<file path="src/rtl/mcu_link_pkg.sv">
// rtl/mcu_link_pkg.sv - shared FPGA<->MCU link constants, error codes and master FSM encoding
package mcu_link_pkg;

    localparam logic [7:0] HDR0 = 8'hAA;
    localparam logic [7:0] HDR1 = 8'h55;

    localparam logic [7:0] CTRL_ENQUIRE_CODE = 8'h21;

    localparam logic [1:0] ERR_NONE    = 2'd0;
    localparam logic [1:0] ERR_HDR     = 2'd1;
    localparam logic [1:0] ERR_CHK     = 2'd2;
    localparam logic [1:0] ERR_TIMEOUT = 2'd3;

    typedef enum logic [3:0] {
        ST_IDLE,
        ST_TX_LOAD,
        ST_TX_WAIT_BUSY,
        ST_TX_WAIT_DONE,
        ST_RX_HDR0,
        ST_RX_HDR1,
        ST_RX_CTRL,
        ST_RX_LEN,
        ST_RX_PAY,
        ST_RX_CHK,
        ST_ERR
    } master_state_e;

endpackage

</file>
<file path="src/rtl/frame_chk_accum.sv">
// rtl/frame_chk_accum.sv - 8-bit wrap-around running frame checksum
// Ports: clk, rst (sync, active-low), clr (zero the sum, wins over add),
//        add (accumulate din), din[7:0], sum[7:0] (current running sum).
module frame_chk_accum (
    input  logic       clk,
    input  logic       rst,
    input  logic       clr,
    input  logic       add,
    input  logic [7:0] din,
    output logic [7:0] sum
);

    logic [7:0] sum_q;
    logic [7:0] sum_d;

    always_comb begin
        sum_d = sum_q;
        if (clr) begin
            sum_d = 8'h00;
        end else if (add) begin
            sum_d = sum_q + din;
        end
    end

    always_ff @(posedge clk) begin
        if (!rst) begin
            sum_q <= 8'h00;
        end else begin
            sum_q <= sum_d;
        end
    end

    assign sum = sum_q;

endmodule

</file>
<file path="src/rtl/mcu_para_enquire_master.sv">
// rtl/mcu_para_enquire_master.sv - parameter-enquire initiator: sends query, validates reply, latches parameters
// Ports: clk, rst (sync, active-low); req (enquire pulse);
//        tx_idle / tx_data / start_tx (byte UART transmitter handshake);
//        rx_data / rx_ok (received byte stream);
//        busy, done, err, err_code (transaction status);
//        six acquisition parameter outputs and para_valid.
module mcu_para_enquire_master
    import mcu_link_pkg::*;
#(
    parameter logic [7:0]  CTRL_ENQUIRE   = CTRL_ENQUIRE_CODE,
    parameter logic [7:0]  PAYLOAD_LEN    = 8'd16,
    parameter int unsigned TIMEOUT_CYCLES = 100_000_000,
    parameter int unsigned TO_W           = 27
) (
    input  logic        clk,
    input  logic        rst,
    input  logic        req,
    input  logic        tx_idle,
    output logic [7:0]  tx_data,
    output logic        start_tx,
    input  logic [7:0]  rx_data,
    input  logic        rx_ok,
    output logic        busy,
    output logic        done,
    output logic        err,
    output logic [1:0]  err_code,
    output logic [31:0] travelling_wave_collect_freq,
    output logic [15:0] travelling_wave_collect_duration,
    output logic [15:0] travelling_wave_alarm_threshold,
    output logic [31:0] power_frequency_collect_freq,
    output logic [15:0] power_frequency_collect_duration,
    output logic [15:0] power_frequency_alarm_threshold,
    output logic        para_valid
);

    master_state_e   state_q, state_d;
    logic [2:0]      idx_q, idx_d;
    logic [3:0]      pay_cnt_q, pay_cnt_d;
    logic [127:0]    shadow_q, shadow_d;
    logic [127:0]    param_q, param_d;
    logic [TO_W-1:0] to_cnt_q, to_cnt_d;
    logic [7:0]      tx_data_q, tx_data_d;
    logic            start_tx_q, start_tx_d;
    logic            done_q, done_d;
    logic [1:0]      err_code_q, err_code_d;
    logic            para_valid_q, para_valid_d;

    logic            chk_clr, chk_add;
    logic [7:0]      chk_sum;
    logic            rx_state, timeout;
    logic [7:0]      query_byte;

    frame_chk_accum u_chk (
        .clk (clk),
        .rst (rst),
        .clr (chk_clr),
        .add (chk_add),
        .din (rx_data),
        .sum (chk_sum)
    );

    // Query frame: AA 55 CTRL 00 CHK, CHK covering CTRL and LEN only.
    always_comb begin
        case (idx_q)
            3'd0:    query_byte = HDR0;
            3'd1:    query_byte = HDR1;
            3'd2:    query_byte = CTRL_ENQUIRE;
            3'd3:    query_byte = 8'h00;
            default: query_byte = CTRL_ENQUIRE + 8'h00;
        endcase
    end

    assign rx_state = (state_q inside {ST_RX_HDR0, ST_RX_HDR1, ST_RX_CTRL,
                                       ST_RX_LEN, ST_RX_PAY, ST_RX_CHK});
    assign timeout  = rx_state && (to_cnt_q == TO_W'(TIMEOUT_CYCLES - 1));

    always_comb begin
        state_d      = state_q;
        idx_d        = idx_q;
        pay_cnt_d    = pay_cnt_q;
        shadow_d     = shadow_q;
        param_d      = param_q;
        to_cnt_d     = rx_state ? to_cnt_q + 1'b1 : to_cnt_q;
        tx_data_d    = tx_data_q;
        start_tx_d   = 1'b0;
        done_d       = 1'b0;
        err_code_d   = err_code_q;
        para_valid_d = para_valid_q;
        chk_clr      = 1'b0;
        chk_add      = 1'b0;

        // A timeout pre-empts whatever byte arrives in the same cycle.
        if (timeout) begin
            state_d    = ST_ERR;
            err_code_d = ERR_TIMEOUT;
        end else begin
            case (state_q)
                ST_IDLE: begin
                    if (req) begin
                        err_code_d = ERR_NONE;
                        idx_d      = 3'd0;
                        state_d    = ST_TX_LOAD;
                    end
                end
                ST_TX_LOAD: begin
                    if (tx_idle) begin
                        tx_data_d  = query_byte;
                        start_tx_d = 1'b1;
                        state_d    = ST_TX_WAIT_BUSY;
                    end
                end
                ST_TX_WAIT_BUSY: begin
                    if (!tx_idle) state_d = ST_TX_WAIT_DONE;
                end
                ST_TX_WAIT_DONE: begin
                    if (tx_idle) begin
                        if (idx_q == 3'd4) begin
                            state_d  = ST_RX_HDR0;
                            to_cnt_d = '0;
                            chk_clr  = 1'b1;
                        end else begin
                            idx_d   = idx_q + 3'd1;
                            state_d = ST_TX_LOAD;
                        end
                    end
                end
                ST_RX_HDR0: begin
                    chk_clr = 1'b1;
                    if (rx_ok && rx_data == HDR0) state_d = ST_RX_HDR1;
                end
                ST_RX_HDR1: begin
                    // Repeated AA keeps us aligned on a possible header start.
                    chk_clr = 1'b1;
                    if (rx_ok) begin
                        if (rx_data == HDR1)      state_d = ST_RX_CTRL;
                        else if (rx_data != HDR0) state_d = ST_RX_HDR0;
                    end
                end
                ST_RX_CTRL: begin
                    if (rx_ok) begin
                        if (rx_data != CTRL_ENQUIRE) begin
                            state_d    = ST_ERR;
                            err_code_d = ERR_HDR;
                        end else begin
                            chk_add = 1'b1;
                            state_d = ST_RX_LEN;
                        end
                    end
                end
                ST_RX_LEN: begin
                    if (rx_ok) begin
                        if (rx_data != PAYLOAD_LEN) begin
                            state_d    = ST_ERR;
                            err_code_d = ERR_HDR;
                        end else begin
                            chk_add   = 1'b1;
                            pay_cnt_d = 4'd0;
                            state_d   = ST_RX_PAY;
                        end
                    end
                end
                ST_RX_PAY: begin
                    if (rx_ok) begin
                        shadow_d  = {shadow_q[119:0], rx_data};
                        chk_add   = 1'b1;
                        pay_cnt_d = pay_cnt_q + 4'd1;
                        if (pay_cnt_q == 4'd15) state_d = ST_RX_CHK;
                    end
                end
                ST_RX_CHK: begin
                    if (rx_ok) begin
                        if (rx_data == chk_sum) begin
                            param_d      = shadow_q;
                            para_valid_d = 1'b1;
                            done_d       = 1'b1;
                            state_d      = ST_IDLE;
                        end else begin
                            state_d    = ST_ERR;
                            err_code_d = ERR_CHK;
                        end
                    end
                end
                ST_ERR: begin
                    state_d = ST_IDLE;
                end
                default: begin
                    state_d = ST_IDLE;
                end
            endcase
        end
    end

    always_ff @(posedge clk) begin
        if (!rst) begin
            state_q      <= ST_IDLE;
            idx_q        <= '0;
            pay_cnt_q    <= '0;
            shadow_q     <= '0;
            param_q      <= '0;
            to_cnt_q     <= '0;
            tx_data_q    <= '0;
            start_tx_q   <= 1'b0;
            done_q       <= 1'b0;
            err_code_q   <= ERR_NONE;
            para_valid_q <= 1'b0;
        end else begin
            state_q      <= state_d;
            idx_q        <= idx_d;
            pay_cnt_q    <= pay_cnt_d;
            shadow_q     <= shadow_d;
            param_q      <= param_d;
            to_cnt_q     <= to_cnt_d;
            tx_data_q    <= tx_data_d;
            start_tx_q   <= start_tx_d;
            done_q       <= done_d;
            err_code_q   <= err_code_d;
            para_valid_q <= para_valid_d;
        end
    end

    assign tx_data    = tx_data_q;
    assign start_tx   = start_tx_q;
    assign done       = done_q;
    assign err        = (state_q == ST_ERR);
    assign busy       = (state_q != ST_IDLE) && (state_q != ST_ERR);
    assign err_code   = err_code_q;
    assign para_valid = para_valid_q;

    // Payload arrives big-endian, first byte ends up in the top of the shadow.
    assign travelling_wave_collect_freq     = param_q[127:96];
    assign travelling_wave_collect_duration = param_q[95:80];
    assign travelling_wave_alarm_threshold  = param_q[79:64];
    assign power_frequency_collect_freq     = param_q[63:32];
    assign power_frequency_collect_duration = param_q[31:16];
    assign power_frequency_alarm_threshold  = param_q[15:0];

endmodule
</file>
<file path="config.mk">
export PLATFORM = sky130hd
export DESIGN_NAME = mcu_para_enquire_master
export DESIGN_NICKNAME = d
export VERILOG_FILES = /design/src/rtl/mcu_link_pkg.sv /design/src/rtl/frame_chk_accum.sv /design/src/rtl/mcu_para_enquire_master.sv
export SDC_FILE = /design/constraint.sdc
export NUM_CORES = 1
export LEC_CHECK = 0
export BUFFER_PORTS_ARGS = -buffer_cell sky130_fd_sc_hd__buf_4
export CAP_MARGIN = 20
export CORE_MARGIN = 2
export CORE_UTILIZATION = 46
export CTS_CLUSTER_DIAMETER = 120
export CTS_CLUSTER_SIZE = 16
export DETAILED_ROUTE_END_ITERATION = 8
export GPL_TIMING_DRIVEN = 0
export PLACE_DENSITY = 0.71
export SYNTH_ARGS = -nofsm -noshare
export SYNTH_HDL_FRONTEND = slang
export SYNTH_HIERARCHICAL = 1
export SYNTH_SLANG_ARGS = --single-unit
</file>
<file path="constraint.sdc">
create_clock -name clk -period 2.4 [get_ports clk]
set_input_delay 0.24 -clock clk [delete_from_list [all_inputs] [get_ports clk]]
set_output_delay 0.24 -clock clk [all_outputs]
set_load 0.005 [all_outputs]
</file>
### Yosys cells after proc, flatten, opt, wreduce, memory -nomap -nowiden

Cells that the tools add are included.

| storage, ports and cells | value |
|---|---|
| logic and storage cells | 151 |
| input port bits | 13 |
| register bits | 315 |
| output and inout bits | 143 |

| cells by class | value |
|---|---|
| equal/unequal tests | 51 |
| bitwise gates (word level) | 5 |
| reductions and logical operators | 23 |
| multiplexer cells | 55 |
| add/subtract/negate cells | 4 |

Operator list:

| cell | count |
|---|---|
| 2-to-1 mux 27 bit | 5 |
| 2-to-1 mux 4 bit | 19 |
| case mux 4 bit (10 select lines) | 1 |
| != test 3 bit, second input constant | 10 |
| adder 27 x 1 -> 27 bit, second input constant | 1 |
| equality test 27 bit, second input constant | 1 |
| case mux 8 bit (3 select lines) | 1 |
| AND reduction 12 bit | 2 |
| != test 2 bit, second input constant | 11 |
| 2-to-1 mux 2 bit | 9 |
| equality test 4 x 3 -> 1 bit, second input constant | 4 |
| equality test 4 bit, second input constant | 4 |
| 2-to-1 mux 3 bit | 4 |
| != test 3 x 2 -> 1 bit, second input constant | 4 |
| 2-to-1 mux 1 bit | 11 |
| AND reduction 5 bit | 2 |
| adder 8 bit | 1 |
| equality test 4 x 2 -> 1 bit, second input constant | 2 |
| equality test 8 x 7 -> 1 bit, second input constant | 1 |
| equality test 8 bit | 1 |
| equality test 8 bit, second input constant | 1 |
| != test 8 x 5 -> 1 bit, second input constant | 1 |
| != test 8 x 6 -> 1 bit, second input constant | 1 |
| != test 8 bit, second input constant | 1 |
| 29 further kinds | 40 |

### Logic depth before layout (Yosys ltp)

| depth | value |
|---|---|
| word-level depth | 7 |
| mapped depth | 11 |
| mapped depth without buffers | 9 |

### Hierarchy

The synthesis kept the hierarchy.

Modules (own cells, without submodules):

| module | cells each | sequential area each (um^2) | area each (um^2) | instances |
|---|---|---|---|---|
| mcu_para_enquire_master | 1,487 | 6,065.8 | 12,115.4 | 1 |
| frame_chk_accum | 68 | 160.2 | 589.3 | 1 |

### Worst setup path after synthesis

Ideal clock, no wire load.

| timing path | value |
|---|---|
| path kind | register to register |
| from | register state_q[3] |
| to | register u_chk.sum_q[6], in the netlist u_chk/sum[6] |
| buffers on the path | 3 |
| library setup time | 129 ps |
| data required time | 2,271 ps |
| slack | -22 ps |
| stages on the path, launching flop included | 12 |
| arrival | 2,293 ps |
| cell sequence | dfxtp_1 nor2b_1 clkbuf_1 o211ai_4 or3_1 clkbuf_1 nand2_1 o31ai_1 clkbuf_1 nor3b_1 a21oi_1 o211ai_1 |

| between the ends | value |
|---|---|
| elaborated cells between the ends (all ways) | 15 |
| those cells by class | eq/ne: 7; mux: 4; reduce/logical: 4 |

RTL lines:

| item | line | RTL |
|---|---|---|
| from (decl) | mcu_para_enquire_master.sv:36 | `master_state_e state_q, state_d;` |
| from (signal assigned) | mcu_para_enquire_master.sv:207 | `state_q <= state_d;` |
| equality test 4 x 3 -> 1 bit, or another cell as far along | mcu_para_enquire_master.sv:73 | `assign rx_state = (state_q inside {ST_RX_HDR0, ST_RX_HDR1, ST_RX_CTRL,` |
| nonzero test 6 bit | mcu_para_enquire_master.sv:73 |  |
| logical AND 1 bit | mcu_para_enquire_master.sv:75 | `assign timeout = rx_state && (to_cnt_q == TO_W'(TIMEOUT_CYCLES - 1));` |
| 2-to-1 mux 1 bit * | mcu_para_enquire_master.sv:93 | `if (timeout) begin` |
| net chk_add | mcu_para_enquire_master.sv:48 | `logic chk_clr, chk_add;` |
| to (signal assigned) | frame_chk_accum.sv:29 | `sum_q <= sum_d;` |
| to (decl) | frame_chk_accum.sv:13 | `logic [7:0] sum_q;` |

The timed path passes the listed nets; every way through them passes the cells marked *.
A chain may end at the register's enable or synchronous reset.

### Worst setup path after layout

| timing path | value |
|---|---|
| from | register state_q[2] |
| to | register shadow_q[41] |

| between the ends | value |
|---|---|
| word-level cells in the longest chain between the ends | 5 |
| elaborated cells between the ends (all ways) | 10 |
| those cells by class | eq/ne: 6; bitwise: 1; reduce/logical: 3 |

Ends and longest elaborated chain:

| item | line | RTL |
|---|---|---|
| equality test 4 x 3 -> 1 bit, or another cell as far along | mcu_para_enquire_master.sv:73 |  |
| nonzero test 6 bit | mcu_para_enquire_master.sv:73 |  |
| logical AND 1 bit | mcu_para_enquire_master.sv:75 |  |
| NOT 1 bit (no line) | -- |  |
| AND reduction 3 bit (no line) * | -- |  |
| to (signal assigned) | mcu_para_enquire_master.sv:210 | `shadow_q <= shadow_d;` |
| to (decl) | mcu_para_enquire_master.sv:39 | `logic [127:0] shadow_q, shadow_d;` |

Every way passes the cells marked *; elsewhere a longest branch is shown, timed or not.

==> metrics.md <==
| Metric | Value |
|---|---|
| Run status | finished, final reports clean |
| # setup viols final | 0 |
| Largest net degree at the start of global routing | 17 |
| Reg2Reg Depth | 8 |
| Number of global-route vias before repair | 11000 |
| Leakage | 0.00541 uW |
| Initial antenna violation count | 1 |
| Post-Synth Adder-Cell Area | 1.44% |
| Cell Area, Placed | 14300 um^2 |
| Drc violations | 0 |
| Slew HR | 43.2% |
| Die area | 29000 um^2 |
| Area of the core | 27000 um^2 |
| Clk slew on worst S/H paths | 0.07 ns |
| Clock sinks | 311 |
| Final Net Count | 1769 |
| GPL Wtd Cong | 0.911 |
| First-pass GRT wire length | 56700 um |
| Slowest CP cell | or3b_1 |
| Final Slew Violations | 0 |
| Distinct cells, synth | 68 |
| Post-synth EDFFs | 0 |
| Worst Setup End Kind | flop |
| Min-Delay Endpoint | shadow_q[4]$_SDFFE_PN0P_ |
| Number of diodes | 0 |
| Fillers | 2524 |
| Period Utilization, post-route | 96.1% |
| Final Critical Period | 2.31 ns |
| Drt total wl | 36100 um |
| Worst Tran Pin Value | 0.851 ns |
| Main combinational cell family by area after synthesis | simple AND/OR/NAND/NOR gates |
| Most used cell, CP | buf_2 |
| Critical path, cell by cell | buf_2 > or3b_1 > nor2_4 > o311a_4 > buf_4 > buf_2 > nand2_1 > a21oi_1 |
| Hold Path Depth | 3 |
| DRT antenna net count | 0 |
| GRT Overall Usage | 24.2% |
| Simple-gate share of the synthesized area | 21.3% |
| Critical path's largest stage delay | 0.50 ns |
| Avg Inst Size Synth | 8.17 um^2 |
| VDD IR-drop max | 0.425 mV |
| DP Cell Count | 2051 |
| Post-synth top flop | dfxtp_1 |
| Asr flop ratio synth | 0% |
| Initial Util | 47.0% |
| Register area share after synthesis | 49.0% |
| Final TNS setup | 0 ns |
| Critical Path Start | state_q[2]$_SDFFE_PP0P_ |
| CTS buffer count | 23 |
| Via density per instance | 5.61 |
| Per-cell routed wire length | 17.3 um |
| Top post-synthesis cells by area | dfxtp_1, a21oi_1, nand2_1 |
| GRT overflow | 0 |
| Longest Clk Path Bufs | 3 |
| CTS tree | built |
| H-tree depth | 1 |
| Vias post-DR | 11700 |
| Synth-to-Final Area Change | 19.0% |
| Hold_ws | 0.0182 ns |
| Synth warnings | 6 |
| Worst min-delay path class | in2reg |
| Area leader, netlist | dfxtp_1 |
| FF+latch count, synth | 311 |
| Die X-Extent | 170 um |
| Critical path class | reg2reg |
| Detailed placement HPWL | 26000 um |
| Final Cell Area | 15100 um^2 |
| Total power | 10200 uW |
| Num rows | 60 |
| RSZ-0062 raised after global routing | yes |
| MaxCap Viol Count | 0 |
| Top cell type's share of synthesized area | 49.0% |
| Critical Path Start Type | flop |
| Syn nets | 1582 |
| Share of cells above drive strength 1 | 17.0% |
| Worst EP required | 2.84 ns |
| I/O Pins | 156 |
| Final hold vios | 0 |
| Fin cells | 2082 |
| Port bufs | 155 |
| WP data arrival | 2.75 ns |
| Iteration-0 DRC Markers | 888 |
| Reg2reg start | state_q[2]$_SDFFE_PP0P_ |
| Syn Inst Count | 1555 |
| Area share of xor/xnor cells in the synthesized design | 2.34% |
| Multiplexer share of the synthesized area | 0.798% |
| Die Ht | 170 um |
| Hold_sp | rx_data[4] |
| CTS root buffer | clkbuf_16 |
| Final worst clock skew | 0.0193 ns |
| R2R Setup Slk | 0.09 ns |
| Fmax | 433 MHz |
| Mapped cell area | 12700 um^2 |
| Clk Latency, worst-skew pair | 0.53 ns |
| R2R Path End | shadow_q[41]$_SDFFE_PN0P_ |
| Max FO, Critical Path | 10 |
| Drt first pass iters | 5 |
| Compound-gate portion of the synthesized area | 19.5% |
| Pwr/cell area | 675 nW/um^2 |
[registers in the layout, indices dropped and copies added (netlist names)]
register	flops
state_q	4
done	1
err_code	2
pay_cnt_q	4
param_q	128
tx_data	4
idx_q	3
para_valid	1
to_cnt_q	27
shadow_q	128
start_tx	1
u_chk/sum	8
[layout make-up]
class                      instances  area [um^2]  share of cell area, %
tap                              341          427                   2.82
multi-input combinational       1094         5870                   38.8
timing repair buffer             164         1250                   8.24
clock buffer                      23          576                   3.81
buffer                           134          711                   4.70
sequential                       311         6230                   41.2
inverter                          14         52.6                  0.348
clock inverter                     1         11.3                 0.0745
[power breakdown]
| group | internal [uW] | switching, uW | total (uW) | leakage [uW] |
|---|---|---|---|---|
| combinational | 531 | 889 | 1420 | 0.00261 |
| clock | 1710 | 1750 | 3450 | 0.000289 |
| sequential | 5240 | 86.2 | 5330 | 0.00251 |
| total | 7480 | 2720 | 10200 | 0.00541 |
[critical path: cells and delay by family (launching register included)]
family | cells | cell delay, ns
buffers and inverters | 3 | 0.65
AND/OR/NAND/NOR | 3 | 0.84
flip-flops | 1 | 0.34
AO/OA/AOI/OAI | 2 | 0.39
[how the worst max path moves through the flow]
stage	cells past startpoint	slack (ns)	endpoint
after floorplan	11	0.08	u_chk/sum[6]$_SDFFE_PP0P_
after global placement	11	-0.53	u_chk/sum[6]$_SDFFE_PP0P_
after detailed placement	11	-0.53	u_chk/sum[6]$_SDFFE_PP0P_
after CTS	9	-0.008	u_chk/sum[6]$_SDFFE_PP0P_
after global routing	9	-0.04	param_q[54]$_SDFFE_PN0P_
final	8	0.09	shadow_q[41]$_SDFFE_PN0P_
[synth_stat cells (2+ instances only)]
cell type / instances
dfxtp_1: 311
nand2_1: 262
a21oi_1: 258
nand3_1: 159
o21ai_0: 158
clkbuf_1: 82
nor2_1: 51
buf_2: 30
xnor2_1: 20
inv_1: 14
xor2_1: 14
ha_1: 13
nor3_1: 11
and3_1: 10
buf_6: 10
nand4_1: 10
buf_4: 9
mux2i_1: 9
nor2b_1: 8
nor3b_1: 8
nor4_1: 8
nand2b_1: 6
or3_1: 6
a211oi_1: 5
and4_1: 5
a311oi_1: 4
a31oi_1: 4
and2_1: 4
buf_1: 4
nand4b_1: 4
o21a_1: 4
o21ai_1: 4
nand3b_1: 3
nor4b_1: 3
o211ai_1: 3
o31ai_1: 3
a21o_1: 2
a32o_1: 2
nor4b_2: 2
nor4bb_1: 2
or2_2: 2
or4_1: 2
[logic make-up after synthesis]
family / count (synthesis)
and+or+nand+nor: 573
AOI/OAI and AO/OA: 463
DFF: 311
buffers and inverters: 150
xor gates and xnor gates: 34
adders and majority gates: 14
muxes: 10
[layer usage]
metal	GRT usage, %	up-vias	part of all wire [%]
met4	7.62	0	2.9
met3	3.42	63	5.7
met1	31.5	5450	44
li1	-	5773	-
met5	0	-	0
met2	41.3	397	48
[through the flow]
stage               utilization, %  worst slack [ns]
finish                        56.0            0.0930
global route                  56.0           -0.0353
CTS                           55.5          -0.00754
detailed placement            52.9            -0.531
global placement              52.9            -0.530
floorplan                        -            0.0759
[what timing repair did]
action,4_1_cts,5_1_grt
endpoints found under the setup margin,131,242
cloned,0,0
pin swaps,2,3
hold endpoints to repair,1,0
hold buffers,1,0
buffers inserted,5,3
resized for setup,19,58
[placed cells by master, fill, tap and decap left out, drive strengths merged, types with 8 or more instances in the layout]
| cell type | count |
|---|---|
| clkbuf | 106 |
| xor2 | 14 |
| buf | 214 |
| nor2 | 52 |
| nand3 | 159 |
| nor3 | 11 |
| nor4 | 8 |
| a21oi | 259 |
| and3 | 10 |
| xnor2 | 20 |
| nand4 | 10 |
| o21ai | 162 |
| inv | 15 |
| nor3b | 9 |
| nor2b | 8 |
| mux2i | 9 |
| dfxtp | 311 |
| ha | 13 |
| nand2 | 262 |
Note: power is estimated with default switching activity, not from simulation.
